<file path="config.mk">
export PLATFORM = sky130hd
export DESIGN_NAME = mem_port_arbiter
export DESIGN_NICKNAME = d
export VERILOG_FILES = /design/src/rtl/mem_arb_pkg.sv /design/src/rtl/arb_select.sv /design/src/rtl/mem_port_arbiter.sv
export SDC_FILE = /design/constraint.sdc
export NUM_CORES = 1
export LEC_CHECK = 0
export ABC_AREA = 1
export CORE_AREA = 10 10 99 101
export DETAILED_ROUTE_END_ITERATION = 12
export DIE_AREA = 0 0 109 111
export GPL_TIMING_DRIVEN = 0
export PLACE_DENSITY = 0.8
export SKIP_CTS_REPAIR_TIMING = 1
export SLEW_MARGIN = 20
export SYNTH_ARGS = -nofsm -noshare
export SYNTH_HDL_FRONTEND = slang
export SYNTH_HIERARCHICAL = 1
export SYNTH_SLANG_ARGS = --single-unit
</file>
<file path="constraint.sdc">
create_clock -name clk -period 3.8 [get_ports clk]
set_clock_uncertainty 0.05 [all_clocks]
set_input_delay 0.95 -clock clk [delete_from_list [all_inputs] [get_ports clk]]
set_output_delay 0.95 -clock clk [all_outputs]
set_load 0.02 [all_outputs]
</file>
<file path="src/rtl/mem_arb_pkg.sv">
// rtl/mem_arb_pkg.sv - shared types and widths for the IF/DM memory port arbiter
package mem_arb_pkg;

  typedef enum logic {IDLE = 1'b0, WAIT_RSP = 1'b1} arb_state_t;
  typedef enum logic {REQ_IF = 1'b0, REQ_DM = 1'b1} req_id_t;

  localparam int BITS_PER_BYTE    = 8;
  localparam int DEFAULT_AWIDTH   = 32;
  localparam int DEFAULT_DWIDTH   = 32;
  localparam int DEFAULT_BE_WIDTH = DEFAULT_DWIDTH / BITS_PER_BYTE;

  function automatic int be_width(input int dwidth);
    return dwidth / BITS_PER_BYTE;
  endfunction

endpackage

</file>
<file path="src/rtl/arb_select.sv">
// rtl/arb_select.sv - winner selection between IF and DM requesters
// Policy: fixed DM > IF by default, alternating on contention with ARB_ROUND_ROBIN_EN.
module arb_select
  import mem_arb_pkg::*;
(
  input  logic    i_if_valid,
  input  logic    i_dm_valid,
  input  req_id_t i_last_grant,
  output req_id_t o_winner
);

`ifdef ARB_ROUND_ROBIN_EN
  always_comb begin
    o_winner = REQ_IF;
    if (i_if_valid && i_dm_valid) begin
      o_winner = (i_last_grant == REQ_IF) ? REQ_DM : REQ_IF;
    end else if (i_dm_valid) begin
      o_winner = REQ_DM;
    end
  end
`else
  logic w_unused;
  assign w_unused = ^{i_if_valid, i_last_grant};
  assign o_winner = i_dm_valid ? REQ_DM : REQ_IF;
`endif

endmodule

</file>
<file path="src/rtl/mem_port_arbiter.sv">
// rtl/mem_port_arbiter.sv - shares one memory port between fetch and data requesters
// Optional round-robin arbitration under ARB_ROUND_ROBIN_EN; one transaction outstanding.
module mem_port_arbiter
  import mem_arb_pkg::*;
#(
  parameter int AWIDTH = DEFAULT_AWIDTH,
  parameter int DWIDTH = DEFAULT_DWIDTH
) (
  input  logic                       clk,
  input  logic                       reset,
  input  logic                       if_req_valid,
  output logic                       if_req_ready,
  input  logic [AWIDTH-1:0]          if_addr,
  output logic                       if_rsp_valid,
  output logic [DWIDTH-1:0]          if_rsp_data,
  input  logic                       dm_req_valid,
  output logic                       dm_req_ready,
  input  logic [AWIDTH-1:0]          dm_addr,
  input  logic                       dm_we,
  input  logic [DWIDTH-1:0]          dm_wdata,
  input  logic [be_width(DWIDTH)-1:0] dm_be,
  output logic                       dm_rsp_valid,
  output logic [DWIDTH-1:0]          dm_rsp_data,
  output logic                       mem_req_valid,
  input  logic                       mem_req_ready,
  output logic [AWIDTH-1:0]          mem_addr,
  output logic                       mem_we,
  output logic [DWIDTH-1:0]          mem_wdata,
  output logic [be_width(DWIDTH)-1:0] mem_be,
  input  logic                       mem_rsp_valid,
  input  logic [DWIDTH-1:0]          mem_rsp_data,
  output logic                       owner,
  output logic                       protocol_err
);

  arb_state_t r_state;
  req_id_t    r_owner;
  logic       r_protocol_err;
  req_id_t    w_last_grant;
  req_id_t    w_winner;
  logic       w_idle;
  logic       w_win_dm;
  logic       w_issue;
  logic       w_rsp;

`ifdef ARB_ROUND_ROBIN_EN
  req_id_t r_last_grant;

  always_ff @(posedge clk) begin
    if (reset) begin
      r_last_grant <= REQ_IF;
    end else if (w_issue && mem_req_ready) begin
      r_last_grant <= w_winner;
    end
  end

  assign w_last_grant = r_last_grant;
`else
  assign w_last_grant = REQ_IF;
`endif

  arb_select u_select (
    .i_if_valid   (if_req_valid),
    .i_dm_valid   (dm_req_valid),
    .i_last_grant (w_last_grant),
    .o_winner     (w_winner)
  );

  assign w_idle   = (r_state == IDLE);
  assign w_win_dm = (w_winner == REQ_DM);
  assign w_issue  = w_idle && (w_win_dm ? dm_req_valid : if_req_valid);

  // Fetches are always full-width reads, so they present zero data and all byte lanes.
  assign mem_req_valid = w_issue;
  assign mem_addr      = !w_issue ? '0 : (w_win_dm ? dm_addr : if_addr);
  assign mem_we        = w_issue && w_win_dm && dm_we;
  assign mem_wdata     = (w_issue && w_win_dm) ? dm_wdata : '0;
  assign mem_be        = !w_issue ? '0 : (w_win_dm ? dm_be : '1);

  assign if_req_ready  = w_idle && !w_win_dm && mem_req_ready;
  assign dm_req_ready  = w_idle &&  w_win_dm && mem_req_ready;

  assign w_rsp         = !w_idle && mem_rsp_valid;
  assign if_rsp_valid  = w_rsp && (r_owner == REQ_IF);
  assign dm_rsp_valid  = w_rsp && (r_owner == REQ_DM);
  assign if_rsp_data   = mem_rsp_data;
  assign dm_rsp_data   = mem_rsp_data;

  assign owner         = r_owner;
  assign protocol_err  = r_protocol_err;

  always_ff @(posedge clk) begin
    if (reset) begin
      r_state        <= IDLE;
      r_owner        <= REQ_IF;
      r_protocol_err <= 1'b0;
    end else begin
      case (r_state)
        IDLE: begin
          if (w_issue && mem_req_ready) begin
            r_owner <= w_winner;
            r_state <= WAIT_RSP;
          end
          if (mem_rsp_valid) begin
            r_protocol_err <= 1'b1;
          end
        end
        WAIT_RSP: begin
          if (mem_rsp_valid) begin
            r_state <= IDLE;
          end
        end
        default: r_state <= IDLE;
      endcase
    end
  end

endmodule

</file>
After elaboration in Yosys (flattened, before gate mapping):

Cells that the tools add are included.

* bits in registers: 3
* output and inout bits: 140
* word-level logic and storage cells: 29

* muxes and demuxes: 10
* bitwise gates (word level): 2
* reductions and logical operators: 14

Operator list (count)
* $mux W32: 3
* $logic_and A1 B1 Y1: 11
* $mux W4: 2
* $mux W1: 4
* $reduce_and A2 Y1: 2
* $not A1 Y1: 2
* $pmux W1 S2: 1
* $logic_not A1 Y1: 1

Logic depth before layout (Yosys ltp):

* depth in word-level cells: 6
* mapped depth: 9
* depth with buffers taken out: 7

Modules after synthesis:

The synthesis kept the hierarchy.

Modules (own cells, without submodules)
* mem_port_arbiter: times used 1, cells each 279, area each 1560.2 um2, seq. area each 60.1 um2
* arb_select: times used 1, cells each 1, area each 7.5 um2, seq. area each 0.0 um2

Worst setup path before layout:

No wires, ideal clock.

* kind: input -> output
* start: input port dm_req_valid
* end: output port mem_be[0]
* arrival: 1.927 ns
* required time: 2.800 ns
* setup slack: 0.873 ns
* stages on the path: 8
* cell sequence: buf_4 buf_6 inv_2 nand3_2 nand2_4 inv_4 buf_6 nor2_1

* longest elaborated chain between the ends: 4
* elaborated cells between the ends (all ways): 5
* classes of those cells: mux: 4; reduce/logical: 1

RTL lines
* start: declaration: line mem_port_arbiter.sv:16 `input logic dm_req_valid,`
* $mux W1: line arb_select.sv:24 `assign o_winner = i_dm_valid ? REQ_DM : REQ_IF;`
* $mux W1 (*): line mem_port_arbiter.sv:71 `assign w_issue = w_idle && (w_win_dm ? dm_req_valid : if_req_valid);`
* $logic_and A1 B1 Y1 (*): line mem_port_arbiter.sv:71
* via mem_req_valid: line mem_port_arbiter.sv:24 `output logic mem_req_valid,`
* $mux W4 (*): line mem_port_arbiter.sv:78 `assign mem_be = !w_issue ? '0 : (w_win_dm ? dm_be : '1);`
* end: declaration: line mem_port_arbiter.sv:29 `output logic [be_width(DWIDTH)-1:0] mem_be,`

Mark *: on every way through the listed nets, which the timed path passes. The rest lies on a longest branch.

Worst setup path after layout:

* start: input port dm_req_valid
* end: output port mem_req_valid

* longest elaborated chain between the ends: 3

RTL lines
* $mux W1: line arb_select.sv:24
* via w_win_dm: line mem_port_arbiter.sv:42 `logic w_win_dm;`
* $mux W1: line mem_port_arbiter.sv:71
* $logic_and A1 B1 Y1: line mem_port_arbiter.sv:71
* end: declaration: line mem_port_arbiter.sv:24

The timed path passes the listed nets, and every way through them passes these cells.

==> summary.txt <==
Worst Tran Pin Value - 0.293 ns
Sw power - 268 uW
Sequential share of power - 0.053
Worst hold stages - 2
Avg Inst Size Synth - 5.61 sq um
FF-to-FF path depth - 6
Latest clock arrival within the worst-skew pair - 0.21 ns
I/O pin count - 279
First-pass GRT wire length - 14900 um
DRT antenna net count - 0
Num Clock Sinks - 3
Tmin final - 3.70 ns
Max-slew violation count - 0
Clock Path Buffers - 2
H-tree levels - 1
Power per cell area - 155 nW/um^2
Crit path launch type - input port
Ant diodes - 0
GP Congestion - 0.798
Setup violations, final - 0
Largest net degree at the start of global routing - 11
Syn_nets - 418
Cells along the critical path - clkdlybuf4s50_1 -> buf_4 -> buf_6 -> nand3_4 -> nand2_4 -> clkdlybuf4s50_1
Vias in the first global route - 2604
LEAKAGE - 0.00296 uW
RSZ-0062 raised after global routing - no
Total core area - 7970 sq um
Clk network pwr share - 0.136
Total GRT Usage - 0.154
Fin util - 0.549
CP max stage cell - clkdlybuf4s50_1
Critical path type - in -> out
Post-Syn Area - 1560 sq um
Iter 0 DRT Violations - 58
Synth Warn # - 6
Worst-path fanout max - 9
Post-Synthesis Cells - 279
Fill cell count - 704
CTS tree - built
Routed via count - 2512
Critical path endpoint category - primary output
Arr. time, crit path - 2.70 ns
Crit-path max cell delay - 0.65 ns
Die area - 12100 sq um
Met1 layer usage reported by global route - 0.135
Final Hold Vio Count - 0
Most used cell, CP - clkdlybuf4s50_1
Root buf cell - clkbuf_8
M2 GR Usage - 0.293
Final WS setup - 0.0977 ns
Met3 Use GR - 0.0907
Commonest non-fill, non-tap cells in the layout - 178 x clkdlybuf4s50_1, 72 x nand2_1, 69 x buf_4
Vias per cell - 3.96
Final period util - 0.974
Initial antenna violation count - 0
Peak Freq - 270 MHz
Max_slew headroom - 0.805
Die W - 109 um
CP required - 2.80 ns
Design area - 4380 sq um
Dpl hpwl - 9530 um
Dpl ws - -0.339 ns
Commonest non-fill, non-tap cell in the layout - clkdlybuf4s50_1
Share of cells above drive strength 1 - 0.216
Peak supply drop - 80.3 uV
DP Area - 4160 sq um
Combinational group share of total power - 0.811
Die height - 111 um
Status - finished clean
Int Power - 409 uW
# DRC - 0
Most Crowded Layer GR - met2
Wire length per cell - 16.7 um
Area Growth Syn to Fin - 180%
Row Count - 33
Starting Density - 0.196
Number of buffers created by CTS - 3
Max_cap viols - 0
Total gr overflow - 0
Worst min path class - reg -> reg
Switch share - 0.396
Setup TNS Final - 0 ns
PortBufs - 246
Total Wirelength - 10600 um
1st-pass router iterations - 4
Final Net Count - 669
Clock transition at path regs - 0.03 ns
## routing by layer
layer	share of wire	wire, um	vias up
met4	0.0085	90	0
met2	0.51	5340	174
met5	0	0	-
met3	0.15	1540	6
li1	-	-	1258
met1	0.34	3590	1074
## registers in the layout, summed over array words and instances (netlist names)
signal and flops:
owner 1, protocol_err 1, r_state 1
## area by class of cell
| class | count | area [sq um] | area share |
|---|---|---|---|
| Clock buffer | 4 | 45.0 | 0.0103 |
| Multi-Input combinational cell | 157 | 761 | 0.174 |
| Buffer | 79 | 593 | 0.136 |
| Inverter | 40 | 153 | 0.0349 |
| Tap cell | 105 | 131 | 0.0300 |
| Sequential cell | 3 | 60.1 | 0.0137 |
| Timing Repair Buffer | 246 | 2630 | 0.602 |
## power groups by stage
| stage | registers (uW) | logic (uW) | clock network [uW] |
|---|---|---|---|
| 3_3_place_gp | 35.9 | 556 | 0 |
| 2_1_floorplan | 37.9 | 260 | 0 |
| 6_report | 35.7 | 549 | 91.9 |
| 5_1_grt | 36.2 | 584 | 99.6 |
| 3_5_place_dp | 36.2 | 562 | 0 |
| 4_1_cts | 35.8 | 564 | 95.5 |
## critical path, delay by kind of cell
| family | cells | cell delay [ns] |
|---|---|---|
| buffers and inverters | 4 | 1.49 |
| and+or+nand+nor | 2 | 0.26 |
## through the flow
step | total power (uW) | instances | hold slack (ns)
2_1_floorplan | 298 | 279 | 0.400
3_3_place_gp | 592 | 630 | 0.404
3_5_place_dp | 599 | 630 | 0.422
4_1_cts | 695 | 634 | 0.428
5_1_grt | 720 | 634 | 0.454
6_report | 676 | 634 | 0.431
## path summary, 6_finish.rpt
path | start | endpoint | slack [ns]
worst min-delay path | r_state | r_state | 0.43
worst max register to register | r_state | owner | 2.79
worst min register to register | r_state | r_state | 0.43
worst max-delay path | dm_req_valid | mem_req_valid | 0.1
No activity file was read; power rests on OpenSTA's default activity.
